### src/rtl/uart_tx_framer_if.sv
`default_nettype none
// +--------------------------------------------------------------------------+
// | uart_tx_framer_if                                                        |
// | Byte-in / frame-out bundle between the SPI side, framer and uart_tx.     |
// | Revision: 1.0                                                            |
// +--------------------------------------------------------------------------+
interface uart_tx_framer_if #(
  parameter int package_size = 8
);
  logic [package_size-1:0] data_in;
  logic                    data_valid;
  logic [package_size+1:0] frame;
  logic                    data_update_uart;
  logic                    busy;
  logic                    fifo_full;
  logic                    fifo_empty;
  logic                    overflow;

  modport master (
    output data_in, data_valid,
    input  frame, data_update_uart, busy, fifo_full, fifo_empty, overflow
  );

  modport slave (
    input  data_in, data_valid,
    output frame, data_update_uart, busy, fifo_full, fifo_empty, overflow
  );
endinterface
`default_nettype wire

### src/rtl/uart_tx_framer.sv
`default_nettype none
// +--------------------------------------------------------------------------+
// | uart_tx_framer                                                           |
// | Buffers bytes in a small FIFO and paces start/stop frames to uart_tx.    |
// | Option macro: UART_TX_FRAMER_DROP_CNT_EN adds a saturating drop counter.  |
// | Revision: 1.0                                                            |
// +--------------------------------------------------------------------------+
module uart_tx_framer #(
  parameter int transfer_speed = 4800,
  parameter int package_size   = 8,
  parameter int frequency      = 27_000_000,
  parameter int fifo_depth     = 8
) (
  input  wire logic             clk,
  input  wire logic             rst_n,
  uart_tx_framer_if.slave       bus
`ifdef UART_TX_FRAMER_DROP_CNT_EN
  ,
  output      logic [7:0]       drop_count
`endif
);

  localparam int c_strobe    = frequency / transfer_speed;
  localparam int c_frame_gap = (package_size + 2) * c_strobe + 2;
  localparam int c_gap_bits  = $clog2(c_frame_gap + 1);
  localparam int c_gap_w     = (c_gap_bits > 27) ? c_gap_bits : 27;
  localparam int c_aw        = $clog2(fifo_depth);
  localparam logic [c_gap_w-1:0] c_gap_load = c_gap_w'(c_frame_gap - 1);

  typedef enum logic [1:0] {
    S_IDLE = 2'd0,
    S_SEND = 2'd1,
    S_GAP  = 2'd2
  } state_t;

  state_t                  r_state;
  logic [c_gap_w-1:0]      r_gap;
  logic [package_size-1:0] r_mem [fifo_depth];
  logic [c_aw:0]           r_wr_ptr;
  logic [c_aw:0]           r_rd_ptr;
  logic [package_size+1:0] r_frame;
  logic                    r_pulse;
  logic                    r_overflow;

  logic w_empty;
  logic w_full;
  logic w_push;
  logic w_drop;
  logic w_pop;

  // The extra pointer MSB separates "wrapped once" (full) from "equal" (empty).
  assign w_empty = (r_wr_ptr == r_rd_ptr);
  assign w_full  = (r_wr_ptr[c_aw] != r_rd_ptr[c_aw]) &&
                   (r_wr_ptr[c_aw-1:0] == r_rd_ptr[c_aw-1:0]);
  assign w_push  = bus.data_valid && !w_full;
  assign w_drop  = bus.data_valid && w_full;
  assign w_pop   = (r_state == S_IDLE) && !w_empty;

  always_ff @(posedge clk) begin
    if (w_push) begin
      r_mem[r_wr_ptr[c_aw-1:0]] <= bus.data_in;
    end
  end

  always_ff @(posedge clk or negedge rst_n) begin
    if (!rst_n) begin
      r_wr_ptr   <= '0;
      r_rd_ptr   <= '0;
      r_overflow <= 1'b0;
    end else begin
      r_overflow <= w_drop;
      if (w_push) begin
        r_wr_ptr <= r_wr_ptr + (c_aw + 1)'(1);
      end
      if (w_pop) begin
        r_rd_ptr <= r_rd_ptr + (c_aw + 1)'(1);
      end
    end
  end

  // Reset parks the FSM in a full gap so a frame already in flight in
  // uart_tx is never cut short by an early start pulse.
  always_ff @(posedge clk or negedge rst_n) begin
    if (!rst_n) begin
      r_state <= S_GAP;
      r_gap   <= c_gap_load;
      r_frame <= '1;
      r_pulse <= 1'b0;
    end else begin
      r_pulse <= 1'b0;
      case (r_state)
        S_IDLE: begin
          if (!w_empty) begin
            r_frame <= {1'b1, r_mem[r_rd_ptr[c_aw-1:0]], 1'b0};
            r_state <= S_SEND;
          end
        end
        S_SEND: begin
          r_pulse <= 1'b1;
          r_gap   <= c_gap_load;
          r_state <= S_GAP;
        end
        S_GAP: begin
          if (r_gap == '0) begin
            r_state <= S_IDLE;
          end else begin
            r_gap <= r_gap - c_gap_w'(1);
          end
        end
        default: begin
          r_state <= S_IDLE;
        end
      endcase
    end
  end

  assign bus.frame            = r_frame;
  assign bus.data_update_uart = r_pulse;
  assign bus.overflow         = r_overflow;
  assign bus.fifo_empty       = w_empty;
  assign bus.fifo_full        = w_full;
  assign bus.busy             = (r_state != S_IDLE) || !w_empty;

`ifdef UART_TX_FRAMER_DROP_CNT_EN
  logic [7:0] r_drop_count;

  always_ff @(posedge clk or negedge rst_n) begin
    if (!rst_n) begin
      r_drop_count <= 8'd0;
    end else if (w_drop && (r_drop_count != 8'hFF)) begin
      r_drop_count <= r_drop_count + 8'd1;
    end
  end

  assign drop_count = r_drop_count;
`endif

endmodule
`default_nettype wire

### src/flat_wrapper.sv
// flat-port wrapper written by rule: the top's interface ports become plain ports
module uart_tx_framer_flat 
#(
  parameter int transfer_speed = 4800,
  parameter int package_size   = 8,
  parameter int frequency      = 27_000_000,
  parameter int fifo_depth     = 8
)
  (clk, rst_n, bus_data_in, bus_data_valid, bus_frame, bus_data_update_uart, bus_busy, bus_fifo_full, bus_fifo_empty, bus_overflow);
  uart_tx_framer_if #(.package_size(package_size)) bus_i ();
  input  wire logic clk;
  input  wire logic rst_n;
  input wire logic [$bits(bus_i.data_in)-1:0] bus_data_in;
  input wire logic [$bits(bus_i.data_valid)-1:0] bus_data_valid;
  output wire logic [$bits(bus_i.frame)-1:0] bus_frame;
  output wire logic [$bits(bus_i.data_update_uart)-1:0] bus_data_update_uart;
  output wire logic [$bits(bus_i.busy)-1:0] bus_busy;
  output wire logic [$bits(bus_i.fifo_full)-1:0] bus_fifo_full;
  output wire logic [$bits(bus_i.fifo_empty)-1:0] bus_fifo_empty;
  output wire logic [$bits(bus_i.overflow)-1:0] bus_overflow;
  assign bus_i.data_in = bus_data_in;
  assign bus_i.data_valid = bus_data_valid;
  assign bus_frame = bus_i.frame;
  assign bus_data_update_uart = bus_i.data_update_uart;
  assign bus_busy = bus_i.busy;
  assign bus_fifo_full = bus_i.fifo_full;
  assign bus_fifo_empty = bus_i.fifo_empty;
  assign bus_overflow = bus_i.overflow;
  uart_tx_framer #(.transfer_speed(transfer_speed), .package_size(package_size), .frequency(frequency), .fifo_depth(fifo_depth)) u_core (.clk(clk), .rst_n(rst_n), .bus(bus_i));
endmodule
### config.mk
export PLATFORM = sky130hd
export DESIGN_NAME = uart_tx_framer_flat
export DESIGN_NICKNAME = d
export VERILOG_FILES = /design/src/rtl/uart_tx_framer_if.sv /design/src/rtl/uart_tx_framer.sv /design/src/flat_wrapper.sv
export SDC_FILE = /design/constraint.sdc
export NUM_CORES = 1
export LEC_CHECK = 0
export CORE_MARGIN = 1.5
export CORE_UTILIZATION = 40
export DETAILED_ROUTE_END_ITERATION = 12
export HOLD_SLACK_MARGIN = 0.08
export SLEW_MARGIN = 20
export SYNTH_ARGS = -nofsm -noshare
export SYNTH_HDL_FRONTEND = slang
export SYNTH_SLANG_ARGS = --single-unit
### constraint.sdc
create_clock -name clk -period 4.42 [get_ports clk]
set_input_delay 0.663 -clock clk [delete_from_list [all_inputs] [get_ports clk]]
set_output_delay 0.663 -clock clk [all_outputs]
set_load 0.03 [all_outputs]
== Yosys cells after proc, flatten, opt, wreduce, memory -nomap -nowiden ==
Memory sizes are Yosys's and may differ from the RTL's. A register that Yosys moved wholly into a read port is not among the register bits.
Index checks and enable logic that the tools add are counted.

* Bitwise gates (word level): 1
* Eq/ne operators: 8
* Reductions and logical operators: 15
* Add/sub/neg operators: 3
* Multiplexer cells: 8

{| class="wikitable"
|+ Operators with widths
! operator !! count
|-
| $pmux 27 s2 || 1
|-
| $logic_not 27->1 || 1
|-
| $mux 27 || 1
|-
| $sub 27x1->27 const B || 1
|-
| $add 4x1->4 const B || 2
|-
| $pmux 2 s3 || 1
|-
| $reduce_and 2->1 || 3
|-
| $eq 4x4->1 || 1
|-
| $logic_and 1x1->1 || 4
|-
| $mux 2 || 2
|-
| $ne 2x2->1 const B || 2
|-
| $reduce_bool 2->1 || 2
|-
| $eq 3x3->1 || 1
|-
| $logic_not 1->1 || 3
|-
| $mux 1 || 3
|-
| $eq 2x1->1 const B || 1
|-
| $eq 2x2->1 const B || 1
|-
| $logic_not 2->1 || 1
|-
| $ne 2x1->1 const B || 1
|-
| $logic_or 1x1->1 || 1
|-
| $ne 1x1->1 || 1
|-
| $not 1->1 || 1
|}

* Memories: 1
* Register bits: 48
* Input bits: 11
* Memory bits (writable): 64
* Word-level logic and storage cells: 43
* Output and inout port bits: 15

{| class="wikitable"
|+ Memory list
! name !! words !! bits a word !! rd ports !! clocked after memory_dff !! write ports !! line !! RTL
|-
| u_core.r_mem || 8 || 8 || 1 || 1 || 1 || uart_tx_framer.sv:38 || <nowiki>logic [package_size-1:0] r_mem [fifo_depth];</nowiki>
|}

== Depth between registers and ports, before layout ==
Gate-level depths: netlist of run 1.

* Depth in word-level cells: 6
* Mapped depth: 8
* Mapped depth without buffers: 7

== Worst setup path before layout of run 1 ==
OpenSTA, ideal clock, no wires.

* Kind: reg-to-reg
* From: reg u_core.r_rd_ptr[0]
* To: mem u_core.r_mem[0][0] (enable)
* Data required time: 4.037 ns
* Arrival time: 2.150 ns
* Setup time: 0.383 ns
* Buffers on the path: 1
* Stages on the path, launching flop included: 7
* Path slack: 1.887 ns
* Period minus slack after synthesis: 2.533 ns
* Cells stage by stage: dfrtp_1 -> buf_4 -> xnor2_1 -> and4_1 -> nand2b_1 -> or2_2 -> nor3_1

* Word-level cells in the longest chain between the ends: 6

{| class="wikitable"
|+ RTL lines
! element !! line !! RTL
|-
| start, declared || uart_tx_framer.sv:40 || <nowiki>logic [c_aw:0] r_rd_ptr;</nowiki>
|-
| start signal, assigned || uart_tx_framer.sv:76 || <nowiki>r_rd_ptr <= r_rd_ptr + (c_aw + 1)'(1);</nowiki>
|-
| $eq 3x3->1 || uart_tx_framer.sv:54 || <nowiki>(r_wr_ptr[c_aw-1:0] == r_rd_ptr[c_aw-1:0]);</nowiki>
|-
| $logic_and 1x1->1 || uart_tx_framer.sv:53 || <nowiki>assign w_full = (r_wr_ptr[c_aw] != r_rd_ptr[c_aw]) &&</nowiki>
|-
| named net bus_fifo_full || flat_wrapper.sv:18 || <nowiki>output wire logic [$bits(bus_i.fifo_full)-1:0] bus_fifo_full;</nowiki>
|-
| $logic_not 1->1 || uart_tx_framer.sv:55 || <nowiki>assign w_push = bus.data_valid && !w_full;</nowiki>
|-
| $logic_and 1x1->1 || uart_tx_framer.sv:55 ||
|-
| $mux 1 || uart_tx_framer.sv:60 || <nowiki>if (w_push) begin</nowiki>
|-
| $mux 1 (implied by the code) || uart_tx_framer.sv:61 || <nowiki>r_mem[r_wr_ptr[c_aw-1:0]] <= bus.data_in;</nowiki>
|-
| end, declared || uart_tx_framer.sv:38 ||
|}

The timed path passes the listed nets, and every way through them passes these cells.

== Worst setup path in the final report of run 1 ==
* From: reg u_core.r_rd_ptr[2]
* To: out bus_busy

* Word-level cells in the longest chain between the ends: 3

{| class="wikitable"
|+ RTL lines
! element !! line !! RTL
|-
| $eq 4x4->1 || uart_tx_framer.sv:52 || <nowiki>assign w_empty = (r_wr_ptr == r_rd_ptr);</nowiki>
|-
| $logic_not 1->1 || uart_tx_framer.sv:122 || <nowiki>assign bus.busy = (r_state != S_IDLE) || !w_empty;</nowiki>
|-
| $logic_or 1x1->1 || uart_tx_framer.sv:122 ||
|-
| end, declared || flat_wrapper.sv:17 || <nowiki>output wire logic [$bits(bus_i.busy)-1:0] bus_busy;</nowiki>
|}

Every way passes these cells.

==> flow_summary.ini, run 1 <==
[power_and_ir_drop]
power_density_mw_per_mm2 = 606
power.switching_uw = 1210
ir_worst_vdd_mv = 0.293
pwr-share-comb_pct = 32.9
power_frac_clock_pct = 23.5
p_leak_uw = 0.00202
seqPwrFrac_pct = 43.6
swShare_pct = 34.9
internal_power_uw = 2260

[worst_setup_path]
crit_path_max_incr_delay_ps = 730
end_kind = primary output
crit_required_ps = 3760
rrSetupSlack_ps = 1820
ff2ff_path_depth = 5
worstSetupStartpoint = u_core.r_rd_ptr[2]$_DFFE_PN0P_
cp-endpoint = bus_busy
crit_chain = xnor2_1 -> and4b_1 -> nand2_1 -> clkdlybuf4s50_1
path_max_fanout = 11
worstReg2RegEnd = u_core.r_mem[1][2]$_DFFE_PP_
start_kind = register
cp.arrival_ps = 2220
timing.rr.start = u_core.r_rd_ptr[2]$_DFFE_PN0P_
critical-path-slowest-cell = dfrtp_1
critPathKind = reg -> out

[global_route]
antenna_found_initial = 0
grt_pass1_wl_mm = 16.4
grt_use_met1_pct = 21.5
busiest_layer = met2
grt_max_degree = 49
grt_usage_pct = 16.6
grt-ovfl-total = 0
met3_usage_pct = 3.69
grt_pass1_vias = 3002
gr-usage-met2_pct = 27.9

[sta]
drv_slew = 0
post-route-period-util_pct = 65.1
hold_viol = 0
min_period_ps = 2880
setup_slack_ps = 1540
tightest_slew_ps = 815
tns_ps = 0
setup_viol = 0
fin_worst_skew_ps = 9.11
max_freq_ghz = 0.347
slew_headroom_pct = 45.5
rsz0062_at_grt = false

[clock_network]
h-tree-depth = 3
post_cts_buffers = 0
root_buffer = clkbuf_16
clock-sinks = 112
hold_buffers = 0
clock_path_buffers = 2
cts_tree = yes
clk_latency_ps = 340
path_clk_slew_ps = 70
cts_resized = 0
cts_buffers = 9

[yosys]
netlist_area_mm2 = 0.00504
syn-num-nets = 386
synthCells = 372
ys_ff_latch = 112
synth_edf_count = 64
syn_area_per_cell_um2 = 13.5
synth_seq_area_share_pct = 62.5
synth-async-reset-ratio_pct = 42.9
ys.flop_type = edfxtp_1
ys_warn_count = 0
synth_cell_types = 62

[die]
dieArea_mm2 = 0.0133
pin_count = 26
num_rows = 40
die_height_um = 115
core_area_mm2 = 0.0122
die_width_um = 115
start_util_pct = 41.4

[route]
viasPerCell = 5.42
num_vias = 3079
antenna_left = 0
drtIter0Drc = 224
first_pass_iters = 5
wl_per_cell_um = 17.8
drc = 0
routed_wl_mm = 10.1

[cells_and_area]
area_growth_pct = 13.9
fin_nets = 409
drive_above_1_share_pct = 18.5
diodes = 0
fin_area_mm2 = 0.00574
nFillCells = 1046
utilization_pct = 47.2

[place]
dp.final_hpwl_mm = 6.90
placed_area_mm2 = 0.00544
io_buffers = 24
place_congestion = 0.859
preCtsSetupSlack_ps = 1830

[outcome]
outcome = complete, no violations

[run]
drv_cap = 0

[worst_hold_path]
hp-class = in -> async
## per-stage QoR
stage / power [µW] / cells / hold WS [ps]
after floorplan: 2350 / 372 / 367
after global placement: 2680 / 552 / 460
after detailed placement: 2700 / 552 / 464
after CTS: 3530 / 568 / 429
after global routing: 3680 / 568 / 461
final: 3480 / 568 / 406
## kinds of logic (layout without fill, tap and decap cells)
family / Yosys count / after routing / synth area share, %
AND/OR/NAND/NOR: 119 / 119 / 12.7
adder cells (fa/ha/maj): 4 / 4 / 0.944
multiplexers: 26 / 26 / 9.17
other: 1 / 1 / 0.0744
AO/OA/AOI/OAI: 73 / 73 / 10.4
flip-flops: 112 / 112 / 62.5
XOR/XNOR: 10 / 10 / 1.74
buffers and inverters: 27 / 55 / 2.48
## cell usage after synthesis (3+ instances only)
master    count  area (µm²)
clkbuf_1      7        26.3
nand3_1       8        40.0
edfxtp_1     64        1920
inv_1         9        33.8
nor4_1        5        31.3
ha_1          3        37.5
o311ai_0      5        43.8
and3_1        3        18.8
and2_1        3        18.8
o31ai_1       6        45.0
nor2_1       27         101
o221ai_1      3        26.3
o211ai_1      5        37.5
xor2_1        3        26.3
nand2b_1      4        25.0
mux4_2       16         360
or3_1         3        18.8
mux2i_1       9        90.1
o21ai_1       5        25.0
xnor2_1       7        61.3
nor3_2        3        30.0
a21oi_1       5        25.0
dfstp_2      22         578
buf_2         7        35.0
or4_1         3        22.5
nand4_1       3        18.8
nor3_1        9        45.0
a41oi_1       4        35.0
nand2_1      32         120
dfrtp_1      26         651
o21ai_0      19        95.1
## worst min path at each step
stage,cells past startpoint,endpoint,slack (ps)
after detailed placement,2,u_core.bus.frame[8]$_DFFE_PN1P_,460
final,2,u_core.r_gap[23]$_DFFE_PN0P_,410
after floorplan,0,u_core.bus.data_update_uart$_DFF_PN0_,370
after global routing,2,u_core.r_gap[21]$_DFFE_PN0P_,460
after global placement,2,u_core.bus.frame[8]$_DFFE_PN1P_,460
after CTS,2,u_core.r_gap[23]$_DFFE_PN0P_,430
## worst max-delay path: cells and delay by family, from the launching register on
family                    cells  cell delay [ps]
DFF                           1              730
and+or+nand+nor               2              310
xor gates and xnor gates      1              160
buffers and inverters         1              670
## metal layers
layer,wire [µm],vias up
met3,412,7
li1,-,1481
met2,5110,60
met1,4480,1531
met4,111,0
met5,0,-
## registers in the layout (all words and copies together), names as in the netlist
| signal | flops |
|---|---|
| u_core.r_mem | 64 |
| u_core.r_wr_ptr | 4 |
| u_core.bus.frame | 9 |
| u_core.r_gap | 27 |
| u_core.bus.overflow | 1 |
| u_core.r_rd_ptr | 4 |
| u_core.bus.data_update_uart | 1 |
| u_core.r_state | 2 |
## cell type report
class / count / area (µm²) / share of cell area [%]
inverter: 9 / 33.8 / 0.589
multi-input combinational: 233 / 1760 / 30.7
clock inverter: 7 / 76.3 / 1.33
sequential: 112 / 3150 / 54.9
clock buffer: 9 / 225 / 3.92
timing repair buffer: 30 / 280 / 4.88
tap: 168 / 210 / 3.66
## power by group through the flow
stage,logic (µW),clock network [µW],registers [µW]
2_1_floorplan,813,0,1530
3_3_place_gp,1150,0,1530
3_5_place_dp,1170,0,1530
4_1_cts,1170,843,1520
5_1_grt,1260,883,1540
6_report,1140,818,1520
## cells in the final DEF, fill, tap and decap left out, drive strengths merged, types with 8 or more instances in the layout
cell type      synthesis  routed
edfxtp                64      64
nand2                 32      32
nor2                  28      28
dfrtp                 26      26
o21ai                 26      26
clkdlybuf4s50          0      23
dfstp                 22      22
mux4                  16      16
inv                    9      12
nor3                  12      12
mux2i                  9       9
clkbuf                 7       9
nand3                  8       8
Note: power is estimated with default switching activity, not from simulation.
==> run 2, diff against run 1 <==
- clock period: 4.42 -> 2.3 ns (I/O delays scaled with it)
==> run 2 against run 1 <==
Cell area up 2.1%. Combinational power increased by 110%. Clock power increased by 88%. Clock skew up 0.78 ps. First-iteration DRC count up 23%.
==> flow_summary.ini, run 2 (synthesis gave the netlist of run 1 again) <==
[cells_and_area]
largest_register_ffs = 64
fin_nets = 422
utilization_pct = 48.2
fin_cells = 581
area_growth_pct = 16.3
diodes = 0
fin_area_mm2 = 0.00586
nFillCells = 1063
drive_above_1_share_pct = 22.0
final_cell_mix = edfxtp_1 (64), nand2_1 (32), nor2_1 (27), dfrtp_1 (26), dfstp_2 (22)
mostFrequentLayoutCell = edfxtp_1

[power_and_ir_drop]
power_uw = 6750
p_leak_uw = 0.00209
ir_worst_vdd_mv = 0.486
power_density_mw_per_mm2 = 1150

[route]
first_pass_iters = 5
dr_wl_met3_um = 435
top_layer = met4
wl_met2_mm = 4.74
antenna_left = 0
viasPerCell = 5.53
routed_wl_mm = 9.93
num_vias = 3215
wl_per_cell_um = 17.1
drc = 0
met1_length_mm = 4.58
drtIter0Drc = 276

[global_route]
grt_usage_pct = 16.3
grt_pass1_wl_mm = 16.4
grt-ovfl-total = 0
grt_max_degree = 27
antenna_found_initial = 0
grt_pass1_vias = 3132

[sta]
setup_viol = 0
min_period_ps = 2150
max_freq_ghz = 0.466
rsz0062_at_grt = false
drv_slew = 0
hold_viol = 0
fin_worst_skew_ps = 9.89
tightest_slew_ps = 575
setup_slack_ps = 154
slew_headroom_pct = 61.6
post-route-period-util_pct = 93.3

[die]
dieArea_mm2 = 0.0133
start_util_pct = 41.4
pin_count = 26
core_area_mm2 = 0.0122
die_width_um = 115
num_rows = 40
die_height_um = 115

[outcome]
outcome = complete, no violations

[place]
preCtsSetupSlack_ps = 152
dp_cells = 564
placed_area_mm2 = 0.00554
place_congestion = 0.809
io_buffers = 24
dp.final_hpwl_mm = 6.98

[run]
drv_cap = 0

[clock_network]
h-tree-depth = 3
clk_latency_ps = 360
clock-sinks = 112
root_buffer = clkbuf_16
cts_buffers = 9
clock_path_buffers = 2
cts_tree = yes
path_clk_slew_ps = 80

[worst_setup_path]
start_kind = register
crit_required_ps = 2540
path_max_fanout = 6
end_kind = register
critPathKind = reg -> reg
cp.arrival_ps = 2380

[worst_hold_path]
hp-class = reg -> reg
run 2: cell count changes in the layout (fill, tap and decap cells not counted), moves of 2 or more:
cell | before | now
o21ai_4 | 0 | 2
clkdlybuf4s50_1 | 23 | 20
o21ai_2 | 2 | 0
buf_4 | 6 | 20
run 2: path summary, 6_finish.rpt:
check,slack [ps],end,cells after the start,start
max,150,u_core.r_gap[23]$_DFFE_PN0P_,7,u_core.r_gap[0]$_DFFE_PN1P_
min,470,u_core.bus.frame[6]$_DFFE_PN1P_,2,u_core.bus.frame[6]$_DFFE_PN1P_
max reg2reg,150,u_core.r_gap[23]$_DFFE_PN0P_,7,u_core.r_gap[0]$_DFFE_PN1P_
min reg2reg,470,u_core.bus.frame[6]$_DFFE_PN1P_,2,u_core.bus.frame[6]$_DFFE_PN1P_
max in group asynchronous,1170,u_core.r_gap[0]$_DFFE_PN1P_,3,rst_n
min in group asynchronous,530,u_core.r_gap[24]$_DFFE_PN0P_,2,rst_n
run 2: power breakdown:
group / switching, µW / internal, µW / total (µW)
Clock: 773 / 766 / 1540
Combinational: 1370 / 989 / 2360
Sequential: 264 / 2590 / 2850
Total: 2400 / 4340 / 6750
run 2: what timing repair did:
item / in CTS / in global routing
setup buffers: 0 / 0
hold buffers: 1 / 0
hold endpoints to repair: 7 / 0
resized for setup: 0 / 2
setup endpoints to repair: 0 / 4
run 2: cell type report:
class | count | area [µm²] | area share (%)
Multi-Input combinational cell | 233 | 1780 | 30.4
Tap cell | 168 | 210 | 3.59
Clock buffer | 9 | 225 | 3.85
Inverter | 9 | 33.8 | 0.577
Timing Repair Buffer | 43 | 385 | 6.58
Clock inverter | 7 | 70.1 | 1.20
Sequential cell | 112 | 3150 | 53.8
run 2: critical path, stage by stage (launching register included):
cell and delay [ps]:
dfstp_2 380, inv_1 80, ha_1 200, nor4b_4 340
nand4_2 360, nor2_2 210, nor3_1 100, a311o_1 360
run 2: per-stage QoR:
step,setup TNS [ps],hold WS (ps)
3_5_place_dp,0,378
4_1_cts,0,472
3_3_place_gp,0,375
6_report,0,466
2_1_floorplan,-375,49.4
5_1_grt,0,498
run 2: metal layers:
metal  up-vias  GRT usage, %
met5         -             0
met4         0          6.26
met3        13          3.48
met2        81          25.5
met1      1614          22.4
li1       1507             -
==> run 3, diff against run 2 <==
- CORE_MARGIN: 1.5 -> 2
- HOLD_SLACK_MARGIN: 0.08 -> unset
- REMOVE_ABC_BUFFERS: unset -> 1
==> run 3 against run 2 <==
Non-clock buffer count rose by 5. First-iteration DRC count is 32% lower. Register-to-register slack improved by 20 ps. Highest routed layer unchanged. Largest cell class unchanged.
==> flow_summary.ini, run 3 (synthesis gave the netlist of run 1 again) <==
[route]
antenna_left = 0
wl_per_cell_um = 17.6
routed_wl_mm = 10.3
viasPerCell = 5.42
drc = 0
first_pass_iters = 4
num_vias = 3179
drtIter0Drc = 188

[cells_and_area]
final_cell_mix = edfxtp_1 (64), nand2_1 (32), nor2_1 (27), buf_4 (26), dfrtp_1 (26)
diodes = 0
nFillCells = 1080
fin_area_mm2 = 0.00586
mostFrequentLayoutCell = edfxtp_1
area_growth_pct = 16.4
fin_nets = 427
drive_above_1_share_pct = 22.7
largest_register_ffs = 64

[sta]
tns_ps = 0
hold_viol = 0
tightest_slew_ps = 518
slew_headroom_pct = 65.4
drv_slew = 0
fin_worst_skew_ps = 5.84
setup_viol = 0
post-route-period-util_pct = 92.3
max_freq_ghz = 0.471
rsz0062_at_grt = false
setup_slack_ps = 177
min_period_ps = 2120

[global_route]
antenna_found_initial = 0
gr-usage-met2_pct = 25.8
grt_use_met1_pct = 23.4
grt-ovfl-total = 0
grt_usage_pct = 16.8
grt_max_degree = 26
busiest_layer = met2
grt_pass1_wl_mm = 16.8
met3_usage_pct = 4.77
grt_pass1_vias = 3148

[place]
placed_area_mm2 = 0.00556
place_congestion = 0.877
io_buffers = 24
dp.final_hpwl_mm = 6.96
preCtsSetupSlack_ps = 222

[clock_network]
post_cts_buffers = 0
clock-sinks = 112
clk_latency_ps = 360
h-tree-depth = 3
cts_buffers = 9
clock_path_buffers = 2
cts_tree = yes
root_buffer = clkbuf_16
path_clk_slew_ps = 80

[die]
die_width_um = 116
die_height_um = 116
num_rows = 40
dieArea_mm2 = 0.0135
start_util_pct = 41.4
core_area_mm2 = 0.0122
pin_count = 26

[worst_setup_path]
critPathKind = reg -> reg
crit_required_ps = 2570
start_kind = register
end_kind = register
cp.arrival_ps = 2400
path_max_fanout = 6

[run]
drv_cap = 0

[power_and_ir_drop]
power.switching_uw = 2410
p_leak_uw = 0.00210
power_frac_clock_pct = 22.6
internal_power_uw = 4350
ir_worst_vdd_mv = 0.590
pwr-share-comb_pct = 35.6
power_density_mw_per_mm2 = 1150
seqPwrFrac_pct = 41.8
swShare_pct = 35.6
power_uw = 6760

[outcome]
outcome = complete, no violations

[worst_hold_path]
hp-class = reg -> reg
[run 3: power by group through the flow]
stage	logic (µW)	clock network [µW]	registers, µW
CTS	2430	1580	2830
detailed placement	2430	0	2870
global route	2640	1650	2880
floorplan	1200	0	3180
global placement	2390	0	2850
finish	2410	1520	2830
[run 3: final cells by class]
class                           count  area, µm²  area share, %
Clock buffer                       10        229           3.91
Clock inverter                      6       58.8           1.00
Inverter                            9       33.8          0.576
Multi-Input combinational cell    233       1770           30.2
Sequential cell                   112       3150           53.7
Tap cell                          168        210           3.59
Timing Repair Buffer               48        410           7.00
[run 3: per-layer routing]
metal | vias up | share of wire (%)
met3 | 8 | 4.2
met5 | - | 0
li1 | 1519 | -
met4 | 0 | 0.95
met1 | 1586 | 48
met2 | 66 | 47
[run 3: timing repair]
| action | CTS | global route |
|---|---|---|
| setup endpoints to repair | 0 | 4 |
| resized for setup | 0 | 1 |
| hold endpoints to repair | 9 | 0 |
| hold buffers | 1 | 0 |
[run 3: worst paths after layout]
check / startpoint / endpoint / cells after the start / slack (ps)
worst max register to register: u_core.r_gap[0]$_DFFE_PN1P_ / u_core.r_gap[19]$_DFFE_PN0P_ / 7 / 180
worst max-delay path: u_core.r_gap[0]$_DFFE_PN1P_ / u_core.r_gap[19]$_DFFE_PN0P_ / 7 / 180
worst min register to register: u_core.bus.frame[8]$_DFFE_PN1P_ / u_core.bus.frame[8]$_DFFE_PN1P_ / 2 / 470
max in group asynchronous: rst_n / u_core.bus.frame[2]$_DFFE_PN1P_ / 3 / 1170
worst min-delay path: u_core.bus.frame[8]$_DFFE_PN1P_ / u_core.bus.frame[8]$_DFFE_PN1P_ / 2 / 470
min in group asynchronous: rst_n / u_core.r_gap[26]$_DFFE_PN0P_ / 2 / 490
[run 3: critical path, stage by stage (launching register included)]
cell     delay [ps]
dfstp_2         380
inv_1            90
ha_1            210
nor4b_4         280
nand4_2         310
o21ai_2         420
o31ai_1         150
a31oi_1         190
[run 3: stage by stage]
stage | util, % | hold WS (ps) | cells
finish | 48.2 | 465 | 586
global route | 48.2 | 497 | 586
CTS | 48.1 | 468 | 586
detailed placement | 45.7 | 357 | 569
global placement | 45.7 | 350 | 569
floorplan | - | 49.4 | 354
